## config.mk

```make
export PLATFORM = sky130hd
export DESIGN_NAME = mem_stage
export DESIGN_NICKNAME = d
export VERILOG_FILES = /design/src/rtl/mem_stage_pkg.sv /design/src/rtl/mem_align.sv /design/src/rtl/mem_stage.sv
export SDC_FILE = /design/constraint.sdc
export NUM_CORES = 1
export LEC_CHECK = 0
export ABC_AREA = 1
export CAP_MARGIN = 20
export CORE_AREA = 2 2 134 136
export DETAILED_ROUTE_END_ITERATION = 10
export DIE_AREA = 0 0 136 138
export PLACE_DENSITY = 0.67
export SLEW_MARGIN = 20
export SYNTH_ARGS = -nofsm -noshare
export SYNTH_HDL_FRONTEND = slang
export SYNTH_SLANG_ARGS = --single-unit
```

## constraint.sdc

```tcl
create_clock -name cpu_clk -period 1.7 [get_ports cpu_clk]
set_input_delay 0.34 -clock cpu_clk [delete_from_list [all_inputs] [get_ports cpu_clk]]
set_output_delay 0.34 -clock cpu_clk [all_outputs]
set_load 0.05 [all_outputs]
```

## src/rtl/mem_stage_pkg.sv

```systemverilog
// mem_stage_pkg: shared encodings for the memory-access stage.
//   - write-back select values (mem_s_rf_wsel)
//   - funct3 access-size values for loads and stores
//   - FSM state encodings for the bus handshake
package mem_stage_pkg;

   // Write-back source select
   localparam logic [1:0] WSEL_C    = 2'b00;
   localparam logic [1:0] WSEL_LOAD = 2'b01;
   localparam logic [1:0] WSEL_PC4  = 2'b10;
   localparam logic [1:0] WSEL_EXT  = 2'b11;

   // funct3 access sizes
   localparam logic [2:0] F3_B  = 3'b000;
   localparam logic [2:0] F3_H  = 3'b001;
   localparam logic [2:0] F3_W  = 3'b010;
   localparam logic [2:0] F3_BU = 3'b100;
   localparam logic [2:0] F3_HU = 3'b101;

   // Bus FSM states
   localparam logic [0:0] ST_IDLE = 1'b0;
   localparam logic [0:0] ST_BUSY = 1'b1;

endpackage

```

## src/rtl/mem_align.sv

```systemverilog
// mem_align: combinational store lane/strobe generation and load extract/extend.
// Ports:
//   i_funct3   access size/signedness from the instruction
//   i_addr_lo  low two bits of the effective address (byte lane)
//   i_rd2      store source data
//   i_rdata    bus read data
//   o_wdata    store data replicated across lanes
//   o_wstrb    store byte enables (caller masks for loads)
//   o_load     aligned, extended load result
module mem_align
   import mem_stage_pkg::*;
(
   input  logic [2:0]  i_funct3,
   input  logic [1:0]  i_addr_lo,
   input  logic [31:0] i_rd2,
   input  logic [31:0] i_rdata,
   output logic [31:0] o_wdata,
   output logic [3:0]  o_wstrb,
   output logic [31:0] o_load
);

   logic [7:0]  w_byte;
   logic [15:0] w_half;

   // Store side: replicate data so the strobe alone picks the lane
   always_comb begin
      o_wdata = i_rd2;
      o_wstrb = 4'b1111;
      case (i_funct3)
         F3_B: begin
            o_wdata = {4{i_rd2[7:0]}};
            o_wstrb = 4'b0001 << i_addr_lo;
         end
         F3_H: begin
            o_wdata = {2{i_rd2[15:0]}};
            o_wstrb = 4'b0011 << {i_addr_lo[1], 1'b0};
         end
         default: ;
      endcase
   end

   // Load side: halfword lane uses addr bit 1 only
   always_comb begin
      w_byte = i_rdata[7:0];
      case (i_addr_lo)
         2'd0: w_byte = i_rdata[7:0];
         2'd1: w_byte = i_rdata[15:8];
         2'd2: w_byte = i_rdata[23:16];
         2'd3: w_byte = i_rdata[31:24];
         default: ;
      endcase
      w_half = i_addr_lo[1] ? i_rdata[31:16] : i_rdata[15:0];

      o_load = i_rdata;
      case (i_funct3)
         F3_B:    o_load = {{24{w_byte[7]}}, w_byte};
         F3_H:    o_load = {{16{w_half[15]}}, w_half};
         F3_BU:   o_load = {24'b0, w_byte};
         F3_HU:   o_load = {16'b0, w_half};
         default: o_load = i_rdata;
      endcase
   end

endmodule

```

## src/rtl/mem_stage.sv

```systemverilog
// mem_stage: memory-access pipeline stage between EX/MEM and MEM/WB.
// Runs loads/stores over a req/ack data bus, aligns load data, selects the
// write-back value and registers it. mem_stall freezes upstream while a bus
// access is outstanding.
// Ports:
//   cpu_clk, cpu_rst_n      clock, async active-low reset
//   mem_*, valid_in         EX/MEM outputs
//   dbus_*                  data bus (dbus_ack/dbus_rdata in, rest out)
//   mem_stall               upstream freeze
//   wb_*, valid_out         registered MEM/WB outputs
// Optional: MEM_MISALIGN_TRAP_EN adds wb_misalign and suppresses misaligned
// halfword/word accesses.
module mem_stage #(
   parameter int unsigned ADDR_W    = 32,
   parameter logic [1:0]  WSEL_LOAD = mem_stage_pkg::WSEL_LOAD
) (
   input  logic              cpu_clk,
   input  logic              cpu_rst_n,
   input  logic [31:0]       mem_pc4,
   input  logic [31:0]       mem_inst,
   input  logic [31:0]       mem_rD2,
   input  logic [31:0]       mem_ext,
   input  logic [1:0]        mem_s_rf_wsel,
   input  logic              mem_rf_we,
   input  logic              mem_ram_we,
   input  logic [31:0]       mem_C,
   input  logic              valid_in,
   output logic              dbus_req,
   output logic              dbus_we,
   output logic [ADDR_W-1:0] dbus_addr,
   output logic [31:0]       dbus_wdata,
   output logic [3:0]        dbus_wstrb,
   input  logic              dbus_ack,
   input  logic [31:0]       dbus_rdata,
   output logic              mem_stall,
   output logic [31:0]       wb_wd,
   output logic [4:0]        wb_wR,
   output logic              wb_rf_we,
   output logic [31:0]       wb_inst,
`ifdef MEM_MISALIGN_TRAP_EN
   output logic              wb_misalign,
`endif
   output logic              valid_out
);

   import mem_stage_pkg::*;

   logic [0:0]  r_state;
   logic [0:0]  w_state_nxt;
   logic        w_memop;
   logic        w_misalign;
   logic        w_req;
   logic        w_stall;
   logic [2:0]  w_funct3;
   logic [31:0] w_wdata;
   logic [3:0]  w_wstrb;
   logic [31:0] w_load;
   logic [31:0] w_wd;

   logic [31:0] r_wd;
   logic [4:0]  r_wR;
   logic        r_rf_we;
   logic [31:0] r_inst;
   logic        r_valid;
   logic        r_misalign;

   assign w_funct3 = mem_inst[14:12];
   assign w_memop  = valid_in & (mem_ram_we | (mem_s_rf_wsel == WSEL_LOAD));

`ifdef MEM_MISALIGN_TRAP_EN
   logic w_is_byte;
   logic w_is_half;
   // Store decoding treats every non-B/H funct3 as a word; loads also have BU/HU
   always_comb begin
      w_is_byte  = (w_funct3 == F3_B) | (!mem_ram_we & (w_funct3 == F3_BU));
      w_is_half  = (w_funct3 == F3_H) | (!mem_ram_we & (w_funct3 == F3_HU));
      w_misalign = w_memop & ((w_is_half & mem_C[0]) |
                              (!w_is_byte & !w_is_half & (mem_C[1:0] != 2'b00)));
   end
`else
   assign w_misalign = 1'b0;
`endif

   // Reset gates the request so nothing leaks onto the bus while held in reset
   assign w_req     = cpu_rst_n & (((r_state == ST_IDLE) & w_memop & !w_misalign) |
                                   (r_state == ST_BUSY));
   assign w_stall   = w_req & !dbus_ack;
   assign dbus_req  = w_req;
   assign mem_stall = w_stall;

   always_comb begin
      w_state_nxt = r_state;
      case (r_state)
         ST_IDLE: if (w_req && !dbus_ack) w_state_nxt = ST_BUSY;
         ST_BUSY: if (dbus_ack)           w_state_nxt = ST_IDLE;
         default: w_state_nxt = ST_IDLE;
      endcase
   end

   always_ff @(posedge cpu_clk or negedge cpu_rst_n) begin
      if (!cpu_rst_n) r_state <= ST_IDLE;
      else            r_state <= w_state_nxt;
   end

   mem_align u_align (
      .i_funct3  (w_funct3),
      .i_addr_lo (mem_C[1:0]),
      .i_rd2     (mem_rD2),
      .i_rdata   (dbus_rdata),
      .o_wdata   (w_wdata),
      .o_wstrb   (w_wstrb),
      .o_load    (w_load)
   );

   assign dbus_we    = mem_ram_we;
   assign dbus_addr  = {mem_C[ADDR_W-1:2], 2'b00};
   assign dbus_wdata = w_wdata;
   assign dbus_wstrb = mem_ram_we ? w_wstrb : 4'b0000;

   // Load select is checked first so a non-default WSEL_LOAD still wins
   always_comb begin
      w_wd = mem_C;
      if (mem_s_rf_wsel == WSEL_LOAD) begin
         w_wd = w_load;
      end else begin
         case (mem_s_rf_wsel)
            WSEL_PC4: w_wd = mem_pc4;
            WSEL_EXT: w_wd = mem_ext;
            default:  w_wd = mem_C;
         endcase
      end
   end

   always_ff @(posedge cpu_clk or negedge cpu_rst_n) begin
      if (!cpu_rst_n) begin
         r_wd       <= 32'b0;
         r_wR       <= 5'b0;
         r_rf_we    <= 1'b0;
         r_inst     <= 32'b0;
         r_valid    <= 1'b0;
         r_misalign <= 1'b0;
      end else if (w_stall) begin
         // Bubble: data fields hold, only the qualifiers drop
         r_rf_we    <= 1'b0;
         r_valid    <= 1'b0;
         r_misalign <= 1'b0;
      end else begin
         r_wd       <= w_wd;
         r_wR       <= mem_inst[11:7];
         r_rf_we    <= mem_rf_we & valid_in & !w_misalign;
         r_inst     <= mem_inst;
         r_valid    <= valid_in;
         r_misalign <= w_misalign;
      end
   end

   assign wb_wd     = r_wd;
   assign wb_wR     = r_wR;
   assign wb_rf_we  = r_rf_we;
   assign wb_inst   = r_inst;
   assign valid_out = r_valid;
`ifdef MEM_MISALIGN_TRAP_EN
   assign wb_misalign = r_misalign;
`else
   logic w_unused;
   assign w_unused = r_misalign;
`endif

endmodule

```

-- After elaboration in Yosys (flattened, before gate mapping)
Cells that the tools add are included.
- equality and inequality tests: 9
- shift-type cells: 2
- mux-type cells: 13
- bitwise operators: 8
- reduce and logical (&&, ||, !) cells: 4
- operator list (kind ; count):
    one-hot mux 32 bit (2 select lines) ; 2
    one-hot mux 32 bit (4 select lines) ; 1
    2-to-1 mux 32 bit ; 1
    one-hot mux 8 bit (4 select lines) ; 1
    2-to-1 mux 16 bit ; 1
    equality test 2 bit, second input constant ; 4
    one-hot mux 4 bit (2 select lines) ; 1
    equality test 3 bit, second input constant ; 2
    AND 1 bit ; 5
    equality test 2 x 1 -> 1 bit, second input constant ; 2
    2-to-1 mux 1 bit ; 4
    2-to-1 mux 4 bit ; 1
    left shift 1 x 2 -> 4 bit, first input constant ; 1
    left shift 2 x 2 -> 4 bit, first input constant ; 1
    equality test 3 x 1 -> 1 bit, second input constant ; 1
    zero test 3 bit ; 1
    zero test 2 bit ; 1
    OR 1 bit ; 2
    one-hot mux 1 bit (2 select lines) ; 1
    logical AND 1 bit ; 1
    zero test 1 bit ; 1
    inverter 1 bit ; 1
- flip-flop bits (word level): 72
- input port bits: 200
- output and inout bits: 142
- logic and storage cells: 42

-- Logic depth before layout (Yosys ltp)
Gate-level depths: netlist (run 1).
- depth after elaboration: 9
- mapped depth: 11
- mapped depth without buffers: 10

-- Hierarchy
Synthesis (run 1) repeated with hierarchy kept, for this count alone.
- cell total of the unflattened synthesis: 857
- area total of the unflattened synthesis: 5435.2 um^2
- by module, submodules not included (module ; times used ; cells each ; area each (um^2) ; seq. area each (um^2)):
    mem_stage ; 1 ; 605 ; 4221.5 ; 1676.6
    mem_align ; 1 ; 252 ; 1213.7 ; 0.0

-- Worst setup path before layout (run 1)
OpenSTA, ideal clock, no wires.
- kind: input-to-output
- start: input mem_inst[13]
- end: output dbus_wdata[15]
- arrival time: 2.030 ns
- data required time: 1.360 ns
- path slack: -0.670 ns
- stages on the path: 8
- path buffers: 2
- cell sequence: buf_6 > nor2_2 > inv_2 > nor2_8 > inv_2 > nand2_4 > buf_6 > o21ai_0
- cells in the longest elaborated chain, start to end: 2
- elaborated cells on any way between the ends: 3
- those cells by class: 1 x eq/ne; 1 x mux; 1 x reduce/logical
- RTL lines (what ; line ; source):
    start, declared ; mem_stage.sv:20 ; input logic [31:0] mem_inst,
    equality test 3 x 1 -> 1 bit / zero test 3 bit (equally long branches) ; mem_align.sv:29 ; case (i_funct3)
    one-hot mux 32 bit (2 select lines) * ; mem_align.sv:29 ;
    end, declared ; mem_stage.sv:31 ; output logic [31:0] dbus_wdata,
Every way passes the cells marked *; elsewhere a longest branch is shown, timed or not.

-- Worst setup path in the final report (run 1)
- start: input mem_inst[12]
- end: output dbus_wdata[26]
The elaborated chain is that of the path after synthesis.

==> out/qor.yml, run 1 <==
status:
  status: "finished, violations left"
  violations: "setup timing"
cells_and_area:
  syn2layout_area_growth_pct: 104
  antenna_cells: 0
  drive_above_1_share_pct: 29.3
  final_nets: 1314
  instances_no_fill: 1348
  fin_util_pct: 56.5
yosys:
  synth-edff-count: 0
  netlist.area_leader.share_pct: 34.6
  synth_most_common_cell: "nand2_1"
  avgSynthCellArea_um2: 6.38
  synth-seq-cells: 67
  synth_ff_type: "dfrtp_1"
  syn_inst: 760
  netlist-cell-type-count: 26
  ys_seq_area_share_pct: 34.6
  netlist_area_mm2: 0.00485
  synthTopCellsByCount: "nand2_1 (341), nand3_1 (91), dfrtp_1 (67)"
  ys_async_sr_fraction_pct: 100
  synth_largest_area_cell: "dfrtp_1"
  ys_warn_count: 0
  synthTopCellsByArea: "dfrtp_1 (35%), nand2_1 (26%), nand3_1 (9.4%)"
detailed_routing:
  ant_nets: 0
  drt_iter0_markers: 279
  wl_per_cell_um: 16.4
  finalWirelength_mm: 22.1
  drtPass1Iterations: 5
  drc: 0
  routed_via_density: 4.62
  via_count: 6231
critical_path:
  critical_path.max_fanout: 7
  arrival_ns: 1.55
  crit_buf_inv: 5
  required_ns: 1.36
  path_cells: "buf_6, buf_6, nor3_4, buf_6, nand2_2, o21ai_1, inv_1, nand2_2, buf_12"
  crit_family: "buffers and inverters"
  critical-path-max-stage-delay_ns: 0.28
  cp-start-kind: "primary input"
  crit_type: "primary input to output port"
  crit_path_frequent_cell: "buf_6"
  critical_path.slowest_cell: "nor3_4"
  endpoint_kind: "output port"
power:
  ir_worst_vdd_v: 0.000456
  power.leakage_uw: 0.00480
  powerDensity_mw_per_mm2: 726
cts:
  clock_latency_ns: 0.33
  cts_buffers: 9
  clk_pin_slew_worst_paths_ns: 0.06
  cts_max_level: 3
  cts_buffer_depth: 2
  cts_sinks: 67
  cts_tree: "built"
  clockRootBuffer: "clkbuf_16"
timing:
  skew_ns: 0.00540
  fmax_mhz: 530
  max_slew_margin_pct: 49.2
  period_minus_slack_ns: 1.89
  layout_setup_ws_ns: -0.186
  report.final.hold_viol_count: 0
  tightest_slew_ns: 0.762
  fin_crit_sh_pct: 111
  finalSetupViolations: 28
  rsz0062_at_grt: "true"
  slew_viol_final: 0
placement:
  port_buffers: 339
  dp_hpwl_mm: 17.3
  post-place-ws_ns: -0.696
  gp_congestion: 0.929
  dp.cells: 1314
grt:
  grtUsageTotal_pct: 22.9
  grt_max_degree: 60
  grt_pass1_vias: 6231
  antenna_found_initial: 0
  grt_pass1_wl_mm: 33.5
  overflow: 0
floorplan:
  die_width_um: 136
  dieArea_mm2: 0.0188
  row_count: 49
  start_util_pct: 27.7
  design.core.area_mm2: 0.0175
  io_pins: 342
  die_h_um: 138
flow_run:
  cap_violations: 0
worst_hold_path:
  hold_path.class: "primary input to asynchronous set/reset pin"
kinds of logic (layout without fill, tap and decap cells):
kind of cell,after synthesis,count (layout),share of synthesized area (%)
flip-flops,67,67,34.6
AND/OR/NAND/NOR,457,457,39.3
buffers and inverters,138,496,15.8
other,1,2,0.0773
AO/OA/AOI/OAI,97,97,10.2
repair_timing:
action,4_1_cts,5_1_grt
pin swaps,13,9
hold buffers,1,0
hold endpoints to repair,8,0
cloned,1,0
buffers inserted,13,3
endpoints found under the setup margin,30,28
gates resized for setup,97,19
sequential cells by signal, indices dropped and copies added (netlist names):
| signal | count |
|---|---|
| wb_inst | 28 |
| valid_out | 1 |
| wb_rf_we | 1 |
| r_state | 1 |
| wb_wd | 32 |
| wb_wR | 4 |
through the flow:
step / hold WS [ns] / instance area [µm²] / total power, µW / TNS [ns]
after floorplan: 0.0444 / 5030 / 3700 / -1.41
after global placement: 0.197 / 9120 / 5200 / -32.54
after detailed placement: 0.197 / 9120 / 5230 / -35.62
after CTS: 0.303 / 9830 / 7240 / -4.00
after global routing: 0.329 / 9910 / 7530 / -5.20
final: 0.260 / 9910 / 7190 / -3.85
final cells by class:
| class | count | area [µm²] |
|---|---|---|
| clock buffers | 14 | 254 |
| clock inverters | 2 | 35.0 |
| fillers | 1636 | 7620 |
| inverters | 48 | 198 |
| multi-input cells | 556 | 2810 |
| flip-flops and latches | 67 | 1680 |
| well taps | 229 | 287 |
| repair buffers | 432 | 4650 |
placed cells by master (no fill, tap or decap), types with 2 or more instances in the layout:
| cell | instances |
|---|---|
| nor2_2 | 2 |
| nand3_2 | 6 |
| inv_2 | 10 |
| dfrtp_1 | 67 |
| buf_8 | 3 |
| nand2_2 | 13 |
| inv_4 | 4 |
| o21ai_0 | 40 |
| buf_4 | 145 |
| dlygate4sd2_1 | 5 |
| a21oi_4 | 5 |
| nor2_1 | 9 |
| nand2_4 | 16 |
| conb_1 | 2 |
| a21oi_1 | 33 |
| clkbuf_16 | 9 |
| nand3_1 | 78 |
| nand2_1 | 314 |
| o21ai_2 | 8 |
| nand3_4 | 9 |
| clkdlybuf4s50_1 | 190 |
| clkbuf_1 | 4 |
| o21ai_1 | 6 |
| nand4_1 | 6 |
| buf_12 | 63 |
| buf_6 | 24 |
| inv_1 | 33 |
worst paths after layout:
kind	startpoint	end	slack, ns	cells after the start
min	cpu_rst_n	wb_wd[26]	0.26	2
min in group cpu_clk	mem_inst[12]	wb_inst[12]	0.40	4
max in group asynchronous	cpu_rst_n	wb_inst[14]	0.83	2
max	mem_inst[12]	dbus_wdata[26]	-0.19	9
max reg2reg	r_state	wb_wd[10]	0.39	9
min reg2reg	wb_inst[29]	wb_inst[29]	0.47	2
power by group:
part | internal, µW | switching, µW | total, µW
Sequential | 1770 | 103 | 1880
Clock | 1180 | 687 | 1860
Combinational | 1430 | 2020 | 3450
Total | 4380 | 2810 | 7190
metal layers:
metal | part of all wire, % | track usage, %
met4 | 3.1 | 8.06
met2 | 50 | 39.1
met5 | 0 | 0
met3 | 7.3 | 5.43
met1 | 40 | 28.0
(Power assumes the default switching activity.)
==> inputs of run 2 (changes only) <==
--- a/config.mk
+++ b/config.mk
@@ -5,12 +5,13 @@
 export SDC_FILE = /design/constraint.sdc
 export NUM_CORES = 1
 export LEC_CHECK = 0
-export ABC_AREA = 1
+export ABC_AREA = 0
 export CAP_MARGIN = 20
-export CORE_AREA = 2 2 134 136
+export CORE_AREA = 2 2 132 134
 export DETAILED_ROUTE_END_ITERATION = 10
-export DIE_AREA = 0 0 136 138
+export DIE_AREA = 0 0 134 136
 export PLACE_DENSITY = 0.67
+export SKIP_CTS_REPAIR_TIMING = 1
 export SLEW_MARGIN = 20
 export SYNTH_ARGS = -nofsm -noshare
 export SYNTH_HDL_FRONTEND = slang
==> run 2 against run 1 <==
Compared with the run above:
- final cell count down 17%
- total power up 1.3%
- clock skew up 0.0021 ns
- core utilization up 0.50 points
- the flow still finishes with violations (setup timing)
- critical path type unchanged
- sequential share of layout area up 0.51 points
- non-clock buffer count up 4
==> out/qor.yml, run 2 <==
status:
  status: "finished, violations left"
  violations: "setup timing"
detailed_routing:
  drt_iter0_markers: 265  # -5.0%
  routed_via_density: 4.70  # +1.6%
  ant_nets: 0  # unchanged
  wl_per_cell_um: 19.0  # +16%
  drc: 0  # unchanged
  finalWirelength_mm: 21.3  # -3.7%
  drtPass1Iterations: 4  # -1
  via_count: 5275  # -15%
timing:
  hold_ws_ns: 0.270  # +0.0100 ns
  finalSetupTns_ns: -0.692  # +3.16 ns
  skew_ns: 0.00746  # +0.00206 ns
  rsz0062_at_grt: "true"
  layout_setup_ws_ns: -0.0891  # +0.0970 ns
  tightest_slew_ns: 0.890  # +0.128 ns
  max_slew_margin_pct: 40.6  # -8.6 points
  fin_crit_sh_pct: 105  # -5.7 points
  report.final.hold_viol_count: 0  # unchanged
  slew_viol_final: 0  # unchanged
  finalSetupViolations: 12  # -57%
  fmax_mhz: 559  # +5.4%
  period_minus_slack_ns: 1.79  # -0.0970 ns
yosys:
  ys_warn_count: 0  # unchanged
  syn_inst: 529  # -30%
  ys_async_sr_fraction_pct: 100  # unchanged
  netlist.area_leader.share_pct: 36.8  # +2.2 points
  ys_seq_area_share_pct: 36.8  # +2.2 points
  synthTopCellsByCount: "nand2_1 (113), dfrtp_1 (67), buf_4 (54)"
  avgSynthCellArea_um2: 8.62  # +35%
  synth-edff-count: 0  # unchanged
  synth_ff_type: "dfrtp_1"
  netlist-cell-type-count: 44  # +69%
  netlist_area_mm2: 0.00456  # -6.0%
  synth_most_common_cell: "nand2_1"
  synth_largest_area_cell: "dfrtp_1"
  synth-seq-cells: 67  # unchanged
  synthTopCellsByArea: "dfrtp_1 (37%), nand2_1 (9.3%), buf_4 (8.9%)"
critical_path:
  endpoint_kind: "output port"
  crit_type: "primary input to output port"
  critical_path.max_fanout: 8  # +1
  required_ns: 1.36  # about the same
  arrival_ns: 1.45  # -0.10 ns
  cp-start-kind: "primary input"
power:
  powerDensity_mw_per_mm2: 757  # +4.4%
  power.leakage_uw: 0.00437  # -8.9%
  intPower_uw: 4650  # +6.0%
  combPwrFrac_pct: 44.8  # -3.2 points
  ir_worst_vdd_v: 0.000494  # +8.2%
  netSwitchingFraction_pct: 36.2  # -2.8 points
  power.net_switching_uw: 2640  # -5.9%
  p_seq_share_pct: 25.5  # -0.6 points
  clockPowerShare_pct: 29.7  # +3.8 points
cts:
  clk_pin_slew_worst_paths_ns: 0.06  # about the same
  clock_latency_ns: 0.33  # about the same
  cts_tree: "built"
  clockRootBuffer: "clkbuf_16"
  cts_buffers: 9  # unchanged
  cts_buffer_depth: 2  # unchanged
  cts_max_level: 3  # unchanged
  cts_sinks: 67  # unchanged
placement:
  dp_hpwl_mm: 17.0  # -1.8%
  port_buffers: 339  # unchanged
  gp_congestion: 0.804  # -13%
cells_and_area:
  final_common_cell: "clkdlybuf4s50_1"
  final_nets: 1093  # -17%
  drive_above_1_share_pct: 37.4  # +8.1 points
  syn2layout_area_growth_pct: 111
  largest_reg_flops: 32  # unchanged
  antenna_cells: 0  # unchanged
  layout_common_cells: "clkdlybuf4s50_1 (179), buf_4 (158), nand2_1 (113)"
grt:
  antenna_found_initial: 0  # unchanged
  grtUsageTotal_pct: 22.1  # -0.81 points
  grt_pass1_vias: 5491  # -12%
  grt_max_degree: 68  # +13%
  grt_pass1_wl_mm: 30.7  # -8.3%
  overflow: 0  # unchanged
floorplan:
  die_width_um: 134  # -1.5%
  design.core.area_mm2: 0.0169  # -3.8%
  io_pins: 342  # unchanged
  dieArea_mm2: 0.0182  # -2.9%
  die_h_um: 136  # -1.4%
  row_count: 48  # -2.0%
  start_util_pct: 27.0  # -0.65 points
worst_hold_path:
  hold_path.class: "primary input to asynchronous set/reset pin"
flow_run:
  cap_violations: 0  # unchanged
-- run 2: logic make-up after synthesis --
kind of cell,synth area share (%)
buffers and inverters,12.3
multiplexers,16.4
AND/OR/NAND/NOR,15.6
other,0.0823
AO/OA/AOI/OAI,18.8
flip-flops,36.8
-- run 2: worst max-delay path, stage by stage --
cell and delay [ns]:
buf_8 0.10, or2_4 0.26, nor2_4 0.13, buf_12 0.15, mux2_4 0.32, buf_8 0.15
-- run 2: power by group through the flow --
stage          combinational (µW)  clock (µW)  sequential, µW
2_1_floorplan                1100           0            2460
3_3_place_gp                 3130           0            1880
3_5_place_dp                 3150           0            1890
4_1_cts                      3160        2220            1860
5_1_grt                      3420        2310            1880
6_report                     3270        2160            1860
-- run 2: cell type report --
type                            count  area, µm²
Inverter                            3       23.8
Timing Repair Buffer              436       4680
Timing Repair inverter              1       8.76
Tap cell                          225        282
Multi-Input combinational cell    375       2610
Clock buffer                       10        229
Sequential cell                    67       1680
Clock inverter                      6        114
Fill cell                        1437       7250
-- run 2: final timing paths --
check / start / to / slack (ns) / cells after the start
max in group asynchronous: cpu_rst_n / wb_wd[16] / 0.85 / 2
worst min-delay path: cpu_rst_n / wb_inst[17] / 0.27 / 2
worst max-delay path: mem_inst[14] / dbus_wdata[10] / -0.09 / 6
worst max register to register: r_state / wb_wd[23] / 0.16 / 7
worst min register to register: wb_inst[18] / wb_inst[18] / 0.46 / 2
min in group cpu_clk: valid_in / valid_out / 0.34 / 2
-- run 2: per-stage QoR --
stage / std cells / util [%] / instance area, µm² / power (µW) / worst slack (ns)
6_report: 1123 / 57.0 / 9620 / 7290 / -0.0891
5_1_grt: 1123 / 57.0 / 9620 / 7610 / -0.109
4_1_cts: 1103 / 54.2 / 9150 / 7240 / -0.632
3_5_place_dp: 1087 / 52.2 / 8810 / 5040 / -0.629
3_3_place_gp: 1087 / 52.2 / 8810 / 5010 / -0.599
2_1_floorplan: 530 / - / 4730 / 3560 / -0.203
-- run 2: metal layers --
layer / GRT usage (%) / vias up / share of wire (%)
met4: 5.14 / 0 / 1.7
li1: - / 2545 / -
met5: 0 / - / 0
met3: 7.05 / 21 / 8.6
met2: 41.4 / 253 / 52
met1: 24.3 / 2456 / 37
